--- src/rtl/dmem_arb_pkg.sv ---
// Shared types and helpers for the data-memory arbiter.
package dmem_arb_pkg;

  typedef enum logic [1:0] {
    ARB   = 2'd0,
    LOCK0 = 2'd1,
    LOCK1 = 2'd2
  } arb_state_e;

  localparam int PORT_CPU = 0;
  localparam int PORT_ACC = 1;

  function automatic int cnt_width(input int max_val);
    return $clog2(max_val + 1);
  endfunction

endpackage

--- src/rtl/dmem_arb_sat_cnt.sv ---
// Saturating up-counter; clear wins over increment, holds once count reaches max_val.
module dmem_arb_sat_cnt #(
  parameter int W = 4
) (
  input  logic         clk,
  input  logic         rst_n,
  input  logic         inc,
  input  logic         clr,
  input  logic [W-1:0] max_val,
  output logic         at_max
);

  logic [W-1:0] count;

  assign at_max = (count == max_val);

  always_ff @(posedge clk or negedge rst_n) begin
    if (!rst_n) begin
      count <= '0;
    end else if (clr) begin
      count <= '0;
    end else if (inc && !at_max) begin
      count <= count + W'(1);
    end
  end

endmodule

--- src/rtl/dmem_arbiter.sv ---
// Two-port arbiter in front of the single-port data memory: CPU (port 0) by fixed priority,
// accelerator (port 1) protected by a starvation timer, bounded lock bursts for either port.
//
// state | meaning
// ARB   | open arbitration: starved p1, then p0, then p1
// LOCK0 | port 0 holds the grant for its locked burst
// LOCK1 | port 1 holds the grant for its locked burst
module dmem_arbiter
  import dmem_arb_pkg::*;
#(
  parameter int MAX_WAIT = 8,
  parameter int MAX_LOCK = 4,
  parameter int ADDR_W   = 32
) (
  input  logic              clk,
  input  logic              rst_n,

  input  logic              p0_valid,
  output logic              p0_ready,
  input  logic [ADDR_W-1:0] p0_addr,
  input  logic              p0_we,
  input  logic [31:0]       p0_wdata,
  input  logic [3:0]        p0_be,
  input  logic              p0_lock,
  output logic              p0_rsp_valid,
  output logic [31:0]       p0_rdata,

  input  logic              p1_valid,
  output logic              p1_ready,
  input  logic [ADDR_W-1:0] p1_addr,
  input  logic              p1_we,
  input  logic [31:0]       p1_wdata,
  input  logic [3:0]        p1_be,
  input  logic              p1_lock,
  output logic              p1_rsp_valid,
  output logic [31:0]       p1_rdata,

  output logic [ADDR_W-1:0] mem_address,
  output logic              mem_read,
  output logic [31:0]       mem_wdata,
  output logic [3:0]        mem_byte_en,
  input  logic [31:0]       mem_data
);

  localparam int WAIT_W = cnt_width(MAX_WAIT);
  localparam int LOCK_W = cnt_width(MAX_LOCK);

  arb_state_e state, state_nxt;
  logic [1:0] grant;
  logic       wait_at_max;
  logic       lock_last;
  logic       wait_inc, wait_clr;
  logic       lock_inc, lock_clr;
  logic       rd0, rd1;

  // Starvation timer for port 1
  assign wait_inc = p1_valid && !grant[PORT_ACC];
  assign wait_clr = !p1_valid || grant[PORT_ACC];

  dmem_arb_sat_cnt #(.W(WAIT_W)) u_wait_cnt (
    .clk     (clk),
    .rst_n   (rst_n),
    .inc     (wait_inc),
    .clr     (wait_clr),
    .max_val (WAIT_W'(MAX_WAIT)),
    .at_max  (wait_at_max)
  );

  // Counts beats already held; at_max means the current beat is the last one allowed
  assign lock_inc = (state_nxt != ARB);
  assign lock_clr = (state_nxt == ARB);

  dmem_arb_sat_cnt #(.W(LOCK_W)) u_lock_cnt (
    .clk     (clk),
    .rst_n   (rst_n),
    .inc     (lock_inc),
    .clr     (lock_clr),
    .max_val (LOCK_W'(MAX_LOCK - 1)),
    .at_max  (lock_last)
  );

  always_ff @(posedge clk or negedge rst_n) begin
    if (!rst_n) begin
      state <= ARB;
    end else begin
      state <= state_nxt;
    end
  end

  always_comb begin
    state_nxt = state;
    unique case (state)
      ARB: begin
        if (!lock_last) begin
          if (grant[PORT_CPU] && p0_lock) begin
            state_nxt = LOCK0;
          end else if (grant[PORT_ACC] && p1_lock) begin
            state_nxt = LOCK1;
          end
        end
      end
      LOCK0: begin
        if (!(grant[PORT_CPU] && p0_lock) || lock_last) begin
          state_nxt = ARB;
        end
      end
      LOCK1: begin
        if (!(grant[PORT_ACC] && p1_lock) || lock_last) begin
          state_nxt = ARB;
        end
      end
      default: state_nxt = ARB;
    endcase
  end

  // Grant only ever goes to a valid requester, so grant equals accept
  always_comb begin
    grant = 2'b00;
    unique case (state)
      LOCK0: grant[PORT_CPU] = p0_valid;
      LOCK1: grant[PORT_ACC] = p1_valid;
      default: begin
        if (p1_valid && wait_at_max) begin
          grant[PORT_ACC] = 1'b1;
        end else if (p0_valid) begin
          grant[PORT_CPU] = 1'b1;
        end else if (p1_valid) begin
          grant[PORT_ACC] = 1'b1;
        end
      end
    endcase
  end

  assign p0_ready = grant[PORT_CPU];
  assign p1_ready = grant[PORT_ACC];

  always_comb begin
    mem_address = '0;
    mem_read    = 1'b0;
    mem_wdata   = '0;
    mem_byte_en = 4'b0000;
    if (grant[PORT_CPU]) begin
      mem_address = p0_addr;
      mem_read    = !p0_we;
      mem_wdata   = p0_wdata;
      mem_byte_en = p0_we ? p0_be : 4'b0000;
    end else if (grant[PORT_ACC]) begin
      mem_address = p1_addr;
      mem_read    = !p1_we;
      mem_wdata   = p1_wdata;
      mem_byte_en = p1_we ? p1_be : 4'b0000;
    end
  end

  assign rd0 = grant[PORT_CPU] && !p0_we;
  assign rd1 = grant[PORT_ACC] && !p1_we;

  always_ff @(posedge clk or negedge rst_n) begin
    if (!rst_n) begin
      p0_rsp_valid <= 1'b0;
      p0_rdata     <= '0;
      p1_rsp_valid <= 1'b0;
      p1_rdata     <= '0;
    end else begin
      p0_rsp_valid <= rd0;
      p1_rsp_valid <= rd1;
      if (rd0) begin
        p0_rdata <= mem_data;
      end
      if (rd1) begin
        p1_rdata <= mem_data;
      end
    end
  end

endmodule

--- config.mk ---
export PLATFORM = sky130hd
export DESIGN_NAME = dmem_arbiter
export DESIGN_NICKNAME = d
export VERILOG_FILES = /design/src/rtl/dmem_arb_pkg.sv /design/src/rtl/dmem_arb_sat_cnt.sv /design/src/rtl/dmem_arbiter.sv
export SDC_FILE = /design/constraint.sdc
export NUM_CORES = 1
export LEC_CHECK = 0
export BUFFER_PORTS_ARGS = -buffer_cell sky130_fd_sc_hd__buf_2
export CAP_MARGIN = 25
export CORE_AREA = 4 4 120 122
export DETAILED_ROUTE_END_ITERATION = 10
export DIE_AREA = 0 0 124 126
export PLACE_DENSITY = 0.66
export SLEW_MARGIN = 20
export SYNTH_ARGS = -nofsm -noshare
export SYNTH_HDL_FRONTEND = slang
export SYNTH_SLANG_ARGS = --single-unit
--- constraint.sdc ---
create_clock -name clk -period 2.15 [get_ports clk]
set_input_delay 0.215 -clock clk [delete_from_list [all_inputs] [get_ports clk]]
set_output_delay 0.215 -clock clk [all_outputs]
set_load 0.03 [all_outputs]
==> flow_summary.toml <==
[die]
ios = 313
floorplan.initialDensity_pct = 29.9
chipHeight_um = 126
die_width_um = 124
design.core.area_um2 = 13200
floorplan.die_area_um2 = 15600
fp-row-count = 42

[setup_path]
cp_cell_sequence = "inv_2, buf_6, ha_4, and2b_4, a2111oi_4, or2_4, buf_12, clkbuf_16, a22o_4, buf_6"
crit_path_max_fanout = 6
regToRegSetupSlack_ns = -0.17
critical_path.most_common_cell = "buf_6"
cpMaxStageDelayCell = "dfrtp_1"
critical-path-top-delay-family = "buffers and inverters"
critical_setup_path_kind = "reg2out"
critPathArrivalTime_ns = 2.34
path_buf_inv = 5
required_time_reported_for_the_critical_path_endpoint_ns = 1.93
crit_path_start_kind = "flop"
timing.critical_path.slowest_cell_delay_ns = 0.37
critPathCaptureType = "output pin"

[sta]
post-route-worst-setup-slack_ns = -0.404
slew_viol_final = 0
max_clock_freq_mhz = 392
finalCritPeriodShare_pct = 119
setup_violations = 104
final.setup_skew_ns = 0.00786
worst_pin_slew_ns = 0.402
fin_worst_hold_slack_ns = 0.128
grt_setup_unrepaired = "true"
post-route-min-period_ns = 2.55
timing.slew.headroom_pct = 73.2
final-hold-violation-count = 0

[synth]
postSynth.topFlopCell = "dfrtp_1"
yosys_register_bits = 75
synth_warnings = 0
syn_area_per_cell_um2 = 12.9
synth_cell_types = 43
cells_after_synthesis = 306
synth-async-reset-ratio_pct = 100
synth_edf_count = 0
synth-seq-area-share_pct = 47.6
synth.net_count = 490
synthesis.area_um2 = 3940

[grt]
grt_util_all_layers_pct = 25.3
grt_remaining_overflow = 0
grt_first_pass_wirelength_mm = 29.2
grt_antenna_before_repair = 18
pin_count_of_the_biggest_net_entering_global_routing = 76
grt_pass1_vias = 4777

[clock_tree]
clockBufferDepth = 2
tritoncts_num_sinks = 75
cts_buffers = 9
cts-root-buf = "clkbuf_16"
cts.clk_slew.worst_paths_ns = 0.06
cts-htree-levels = 3
clock_tree_from_tritoncts = "done"
clk-insertion-delay-late_ns = 0.33

[detailed_routing]
ant_nets = 0
initialDrtViolationCount = 225
detail_route.vias_per_cell = 5.16
wire_per_inst_um = 24.3
vias = 4448
drt-pass1-iter-count = 4
postRouteWirelength_mm = 21.0
drc = 0

[outcome]
violations_in_the_final_reports = "setup timing"
run_status = "finished with violations"

[power_and_ir_drop]
p_per_area_nw_per_um2 = 1630
p_leak_nw = 4.00
peak_supply_drop_v = 0.00103

[placement]
port-buffer-count = 312
detailed_place_hpwl_mm = 15.4
finalWeightedCongestion = 1.12
placed_cells_incl_taps = 800

[finish]
nNetsFinal = 848
layout.cells.most_common_list = "buf_2 (241), buf_6 (80), dfrtp_1 (75)"
layoutNonFillerInstCount = 862
post_route_cells_drive_above_1_share_pct = 81.2
layout_commonest_cell = "buf_2"
area_growth_pct = 104

[hold_path]
min-delay-path-class = "in2reg"

[run]
max_cap_check_violation_count = 0
report_power, final:
| part | leakage (nW) | total (mW) | switching (mW) | internal, mW |
|---|---|---|---|---|
| clock | 0.146 | 1.53 | 0.563 | 0.965 |
| combinational | 2.95 | 9.14 | 4.80 | 4.34 |
| sequential | 0.901 | 2.47 | 0.386 | 2.09 |
| total | 4.00 | 13.1 | 5.75 | 7.39 |
cell families after synthesis:
group           share of synthesized area [%]
simple gates                             5.43
flops                                    47.6
fa+ha+maj                                2.54
mux                                      18.8
compound gates                           19.0
buf+inv                                  5.90
xor+xnor                                0.667
synth_stat cells (2+ instances only):
master	number	area [um^2]
dfrtp_1	75	1880
a22o_1	64	561
mux2_2	36	405
mux2_1	28	315
buf_6	14	158
nand2_1	14	52.6
ha_1	8	100
buf_2	6	30.0
o22ai_1	6	37.5
inv_1	5	18.8
nand2b_1	5	31.3
inv_2	3	11.3
nand3_1	3	15.0
nor2_1	3	11.3
o21ai_0	3	15.0
a21oi_1	2	10.0
a311oi_1	2	17.5
clkbuf_1	2	7.51
mux2i_1	2	20.0
xor2_1	2	17.5
state kept, by name (all words and copies together), names as in the netlist:
register,count
p0_rdata,32
p0_rsp_valid,1
p1_rdata,32
p1_rsp_valid,1
state,2
u_lock_cnt.count,3
u_wait_cnt.count,4
routing by layer:
layer,global-route usage (%),routed length [um],up-vias
met4,15.9,1340,6
met2,41.8,10100,280
li1,-,-,1909
met5,0,30,-
met1,28.0,7460,2176
met3,7.71,2020,77
final timing paths:
| kind | depth (start not counted) | end | from |
|---|---|---|---|
| worst min-delay path | 2 | p1_rdata[29]$_DFFE_PN0P_ | mem_data[29] |
| min in group asynchronous | 3 | p0_rdata[7]$_DFFE_PN0P_ | rst_n |
| worst max-delay path | 10 | mem_wdata[20] | state[0]$_DFF_PN0_ |
| worst max register to register | 10 | p1_rdata[20]$_DFFE_PN0P_ | state[0]$_DFF_PN0_ |
| max in group asynchronous | 3 | p1_rdata[24]$_DFFE_PN0P_ | rst_n |
| worst min register to register | 1 | p0_rdata[22]$_DFFE_PN0P_ | p0_rdata[22]$_DFFE_PN0P_ |
worst reg2reg max path, cell delays in order, from the launching register on:
cell and delay [ns]:
dfrtp_1 0.40, inv_2 0.09, ha_4 0.23, and2b_4 0.19
buf_4 0.14, o32a_4 0.36, nor2_8 0.13, buf_12 0.15
buf_12 0.11, buf_12 0.12, mux2_4 0.29
through the flow:
| stage | instance area [um^2] | setup slack (ns) | setup TNS, ns | total power [mW] | util, % |
|---|---|---|---|---|---|
| floorplan | 4280 | -0.0858 | -2.81 | 7.22 | - |
| global placement | 6160 | -0.288 | -14.28 | 9.10 | 46.7 |
| detailed placement | 6160 | -0.292 | -16.02 | 9.23 | 46.7 |
| CTS | 7800 | -0.350 | -27.34 | 12.8 | 59.1 |
| global route | 8050 | -0.472 | -35.62 | 13.7 | 61.0 |
| finish | 8050 | -0.404 | -27.92 | 13.1 | 61.0 |
final cells by class:
type	instances	area, um^2
Antenna cell	17	42.5
Clock buffer	13	260
Clock inverter	3	46.3
Fill cell	1029	5140
Inverter	8	40.0
Multi-Input combinational cell	200	2670
Sequential cell	75	1880
Tap cell	176	220
Timing Repair Buffer	370	2890
what timing repair did:
action | 4_1_cts | 5_1_grt
hold endpoints to repair | 75 | 0
pin swaps | 11 | 7
resized for setup | 222 | 34
hold buffers | 1 | 0
endpoints found under the setup margin | 135 | 117
cloned | 10 | 2
buffers inserted | 16 | 4
No activity file was read; power rests on OpenSTA's default activity.
